--- src/rtl/control_sequencer.sv ---
// Control sequencer: fetches one instruction over a handshaked memory read and then
// steps the datapath strobes for the decoded op class. Outputs are Moore outputs
// decoded from the state register and the IR contents.
module control_sequencer (
    input  logic        clock,
    input  logic        clear,
    input  logic        run,
    input  logic        mem_rdy,
    input  logic [31:0] ir,
    output logic        PCout,
    output logic        MARin,
    output logic        IncPC,
    output logic        memRead,
    output logic        MDRin,
    output logic        MDRout,
    output logic        IRin,
    output logic        Yin,
    output logic        Zin,
    output logic        Zlowout,
    output logic        Zhighout,
    output logic        HIin,
    output logic        LOin,
    output logic [15:0] Rin,
    output logic [15:0] Rout,
    output logic [4:0]  alu_op,
    output logic        done,
    output logic        illegal
);

    typedef enum logic [3:0] {
        S_IDLE, S_T0, S_T1, S_T2, S_T3, S_T4, S_T5, S_T6, S_FIN
    } state_t;

    typedef enum logic [1:0] {
        CLS_TWO, CLS_MD, CLS_UN, CLS_ILL
    } op_class_t;

    // Maps an op code to the execution sequence it needs.
    function automatic op_class_t classify(input logic [4:0] op);
        case (op)
            5'b00011, 5'b00100, 5'b00101, 5'b00111,
            5'b01000, 5'b01001, 5'b01010, 5'b01011: classify = CLS_TWO;
            5'b01111, 5'b10000:                     classify = CLS_MD;
            5'b10001, 5'b10010:                     classify = CLS_UN;
            default:                                classify = CLS_ILL;
        endcase
    endfunction

    state_t    state_q, state_d;
    op_class_t cls;
    logic [4:0] op;
    logic [15:0] ra_oh, rb_oh, rc_oh;
    logic unused_ir_bits;

    assign op             = ir[31:27];
    assign ra_oh          = 16'd1 << ir[26:23];
    assign rb_oh          = 16'd1 << ir[22:19];
    assign rc_oh          = 16'd1 << ir[18:15];
    assign cls            = classify(op);
    assign unused_ir_bits = ^ir[14:0];

    // State register; clear returns to IDLE regardless of run or mem_rdy.
    always_ff @(posedge clock) begin
        if (clear) state_q <= S_IDLE;
        else       state_q <= state_d;
    end

    // Next-state and strobe decode; everything defaults low so each state only names its strobes.
    always_comb begin
        state_d  = state_q;
        PCout    = 1'b0;
        MARin    = 1'b0;
        IncPC    = 1'b0;
        memRead  = 1'b0;
        MDRin    = 1'b0;
        MDRout   = 1'b0;
        IRin     = 1'b0;
        Yin      = 1'b0;
        Zin      = 1'b0;
        Zlowout  = 1'b0;
        Zhighout = 1'b0;
        HIin     = 1'b0;
        LOin     = 1'b0;
        Rin      = 16'd0;
        Rout     = 16'd0;
        alu_op   = 5'd0;
        done     = 1'b0;
        illegal  = 1'b0;
        case (state_q)
            S_IDLE: begin
                if (run) state_d = S_T0;
            end
            S_T0: begin
                PCout   = 1'b1;
                MARin   = 1'b1;
                IncPC   = 1'b1;
                state_d = S_T1;
            end
            S_T1: begin
                memRead = 1'b1;
                MDRin   = 1'b1;
                if (mem_rdy) state_d = S_T2;
            end
            S_T2: begin
                MDRout  = 1'b1;
                IRin    = 1'b1;
                state_d = S_T3;
            end
            S_T3: begin
                alu_op = op;
                case (cls)
                    CLS_TWO: begin Rout = rb_oh; Yin = 1'b1; state_d = S_T4; end
                    CLS_MD:  begin Rout = ra_oh; Yin = 1'b1; state_d = S_T4; end
                    CLS_UN:  begin Rout = rb_oh; Zin = 1'b1; state_d = S_T4; end
                    default: begin illegal = 1'b1;            state_d = S_IDLE; end
                endcase
            end
            S_T4: begin
                alu_op = op;
                case (cls)
                    CLS_TWO: begin Rout = rc_oh; Zin = 1'b1; state_d = S_T5; end
                    CLS_MD:  begin Rout = rb_oh; Zin = 1'b1; state_d = S_T5; end
                    CLS_UN:  begin Zlowout = 1'b1; Rin = ra_oh; state_d = S_FIN; end
                    default: state_d = S_IDLE;
                endcase
            end
            S_T5: begin
                alu_op  = op;
                Zlowout = 1'b1;
                if (cls == CLS_MD) begin
                    LOin    = 1'b1;
                    state_d = S_T6;
                end else begin
                    Rin     = ra_oh;
                    state_d = S_FIN;
                end
            end
            S_T6: begin
                alu_op   = op;
                Zhighout = 1'b1;
                HIin     = 1'b1;
                state_d  = S_FIN;
            end
            S_FIN: begin
                done    = 1'b1;
                state_d = S_IDLE;
            end
            default: state_d = S_IDLE;
        endcase
    end

endmodule

--- config.mk ---
export PLATFORM = sky130hd
export DESIGN_NAME = control_sequencer
export DESIGN_NICKNAME = d
export VERILOG_FILES = /design/src/rtl/control_sequencer.sv
export SDC_FILE = /design/constraint.sdc
export NUM_CORES = 1
export LEC_CHECK = 0
export ABC_AREA = 1
export CAP_MARGIN = 10
export CORE_ASPECT_RATIO = 0.6
export CORE_MARGIN = 1.5
export CORE_UTILIZATION = 43
export DETAILED_ROUTE_END_ITERATION = 6
export PLACE_DENSITY_LB_ADDON = 0.2
export SLEW_MARGIN = 10
export SYNTH_ARGS = -nofsm -noshare
export SYNTH_HDL_FRONTEND = slang
export SYNTH_SLANG_ARGS = --single-unit
--- constraint.sdc ---
create_clock -name clock -period 3 [get_ports clock]
set_input_delay 0.45 -clock clock [delete_from_list [all_inputs] [get_ports clock]]
set_output_delay 0.45 -clock clock [all_outputs]
set_load 0.005 [all_outputs]
==> flow_metrics.env <==
export IMPL_maxCapViolations=0
export IMPL_avgRoutedWirePerCell_um=13.0
export IMPL_outcome="finished clean"
export IMPL_cts_hold_buffers_added=0
export IMPL_rr_startpoint="state_q[3]"
export IMPL_postSynth_asyncResetShare_pct=0
export IMPL_worst_endpoint_arrival_ps=2450
export IMPL_clock_skew_after_layout_ps=4.10
export IMPL_top_regs="state_q x4"
export IMPL_postSynthAreaPerCell_um2=4.74
export IMPL_master_cell_of_the_clock_root_buffer="clkbuf_8"
export IMPL_worst_slew_pin_slew_ps=552
export IMPL_area_delta_synth_final_pct=58.1
export IMPL_num_io_pins=88
export IMPL_drtAntennaViolNets=0
export IMPL_final_area_mm2=0.00252
export IMPL_mappedNetlistNets=374
export IMPL_placed_cell_area_mm2=0.00238
export IMPL_tritoncts_clock_tree="done"
export IMPL_netlist_instances=336
export IMPL_ys_flop_type="dfxtp_1"
export IMPL_upper_clock_frequency_limit_mhz=345
export IMPL_hold_slack_ps=604
export IMPL_die_width_um=81.6
export IMPL_vias=2364
export IMPL_detailed_place_hpwl_um=4510
export IMPL_cts_num_sinks=4
export IMPL_share_of_post_route_cells_with_drive_strength_above_1_pct=13.6
export IMPL_core_rowCount=16
export IMPL_core_area_mm2=0.00340
export IMPL_ys_seq_elements=4
export IMPL_track_usage_pct=28.0
export IMPL_clk_transition_reported_paths_ps=30
export IMPL_final_min_period_over_clock_period_pct=96.7
export IMPL_drt_iter0_drc=331
export IMPL_place_gp_congestion=0.917
export IMPL_slew_viol_final=0
export IMPL_overflow=0
export IMPL_initial_antenna_violation_count=0
export IMPL_grt_first_pass_wirelength_um=8960
export IMPL_synth_enable_flop_cells=0
export IMPL_vias_per_cell=5.18
export IMPL_worstHoldPathType="reg2reg"
export IMPL_startpoint="ir[27]"
export IMPL_total_leakage_power_nw=1.41
export IMPL_initial_utilization_pct=46.8
export IMPL_insertedDiodeCount=0
export IMPL_cp_endpoint="Rout[6]"
export IMPL_clk_latency_ps=220
export IMPL_route_final_wire_length_um=5930
export IMPL_drt_pass1_iter_count=5
export IMPL_syn_area_mm2=0.00159
export IMPL_num_nets_final=451
export IMPL_rr_endpoint="state_q[1]"
export IMPL_number_of_global_route_vias_before_repair=2014
export IMPL_numCtsBuffers=3
export IMPL_criticalPathCategory="in2out"
export IMPL_drc_errors=0
export IMPL_pd_cells_mw_per_mm2=176
export IMPL_setup_violations=0
export IMPL_h_tree_depth=1
export IMPL_reg2regPathDepth=7
export IMPL_grt_max_degree=19
export IMPL_peakVddDrop_v=0.000287
export IMPL_max_flop_register="state_q"
export IMPL_layout_core_utilization_pct=74.0
export IMPL_cp_data_required_time_ps=2550
export IMPL_worst_slew_margin_rel_pct=62.9
export IMPL_timing_critical_path_fanout_max=8
export IMPL_number_of_buffers_added_on_ports=72
export IMPL_synth_warnings=0
export IMPL_period_needed_ps=2900
export IMPL_seq_area_frac_synth_pct=5.03
export IMPL_clk_path_buf_depth=2
export IMPL_synth_cell_types=27
export IMPL_die_height_um=50.1
export IMPL_start_kind="primary input"
export IMPL_die_ar_mm2=0.00409
export IMPL_post_layout_total_power_w=0.000442
export IMPL_critical_path_endpoint_type="output pin"
export IMPL_final_hold_violation_count=0
export IMPL_max_reg_flops=4
export IMPL_reg2reg_setup_slack_ps=1510
synthesized netlist by cell type (4+ instances only):
cell | n | area [um^2]
dfxtp_1 | 4 | 80.1
nand3_1 | 18 | 90.1
nand2_1 | 136 | 510
inv_1 | 29 | 109
nor2_1 | 53 | 199
buf_2 | 5 | 25.0
o21ai_0 | 11 | 55.1
nor3_1 | 5 | 25.0
clkbuf_1 | 6 | 22.5
o21ai_1 | 5 | 25.0
buf_4 | 5 | 37.5
nor2_2 | 10 | 62.6
inv_2 | 9 | 33.8
nand4_1 | 17 | 106
per-stage QoR:
stage                     setup slack (ps)  std cells  TNS (ps)
after global routing                 -14.7        456     -14.7
after global placement                -139        450     -2180
after floorplan                        952        336         0
final                                 97.8        456         0
after detailed placement              -144        450     -3240
after CTS                             71.2        453         0
worst max-delay path, cell delays in order:
cell and delay (ps):
dlygate4sd2_1 270, inv_2 70, ha_2 160, nand3_2 90
nor2_4 130, a21oi_2 60, buf_4 150, nor2_4 170
buf_12 140, nand2_1 40, nand2_1 50, nand2_1 40
nand2_1 110, clkdlybuf4s50_1 510
cells in the final DEF, fill, tap and decap left out, drive strengths merged:
cell	count
o2111ai	1
dfxtp	4
o21bai	1
a21oi	2
nor3	5
nor2	65
nand2	141
clkdlybuf4s50	57
o21ai	16
clkinv	1
buf	18
clkbuf	4
o31ai	1
nand3b	1
nand3	20
nand4	17
inv	37
ha	2
nor4	3
dlygate4sd2	2
dlymetal6s2s	13
how the worst min path moves through the flow:
stage / start / to / slack [ps] / cells past startpoint
finish: state_q[3] / state_q[0] / 600 / 3
global route: state_q[3] / state_q[0] / 650 / 3
CTS: state_q[3] / state_q[0] / 600 / 3
detailed placement: state_q[3] / state_q[0] / 590 / 3
global placement: state_q[3] / state_q[0] / 560 / 3
floorplan: clear / state_q[2] / 520 / 1
report_power, final:
part,internal [W],total [W],switching (W)
Sequential,0.0000597,0.0000677,0.00000808
Clock,0.0000855,0.000113,0.0000277
Combinational,0.000115,0.000261,0.000146
Total,0.000260,0.000442,0.000182
cell families (layout without fill, tap and decap cells):
group / after synthesis / in the layout / synth area share [%]
and+or+nand+nor: 252 / 252 / 69.6
AOI/OAI and AO/OA: 21 / 21 / 7.38
adders and majority gates: 2 / 2 / 1.57
DFF: 4 / 4 / 5.03
buffers and inverters: 57 / 132 / 16.4
repair_timing:
| action | in CTS | in global routing |
|---|---|---|
| pin swaps | 0 | 4 |
| setup buffers | 0 | 2 |
| resized for setup | 4 | 21 |
| cloned | 0 | 1 |
| endpoints found under the setup margin | 33 | 17 |
area by class of cell:
cell class | count | area, um^2
flip-flops and latches | 4 | 80.1
multi-input cells | 275 | 1270
repair buffers | 91 | 923
clock buffers | 3 | 41.3
fillers | 294 | 886
well taps | 45 | 56.3
inverters | 38 | 150
layer usage:
| metal | global-route usage [%] | part of all wire [%] | vias to the layer above |
|---|---|---|---|
| li1 | - | - | 1201 |
| met1 | 42.7 | 48 | 1015 |
| met2 | 40.6 | 40 | 142 |
| met3 | 4.00 | 12 | 6 |
| met4 | 6.78 | 0.30 | 0 |
| met5 | 0 | 0 | - |
No activity file was read; power rests on OpenSTA's default activity.
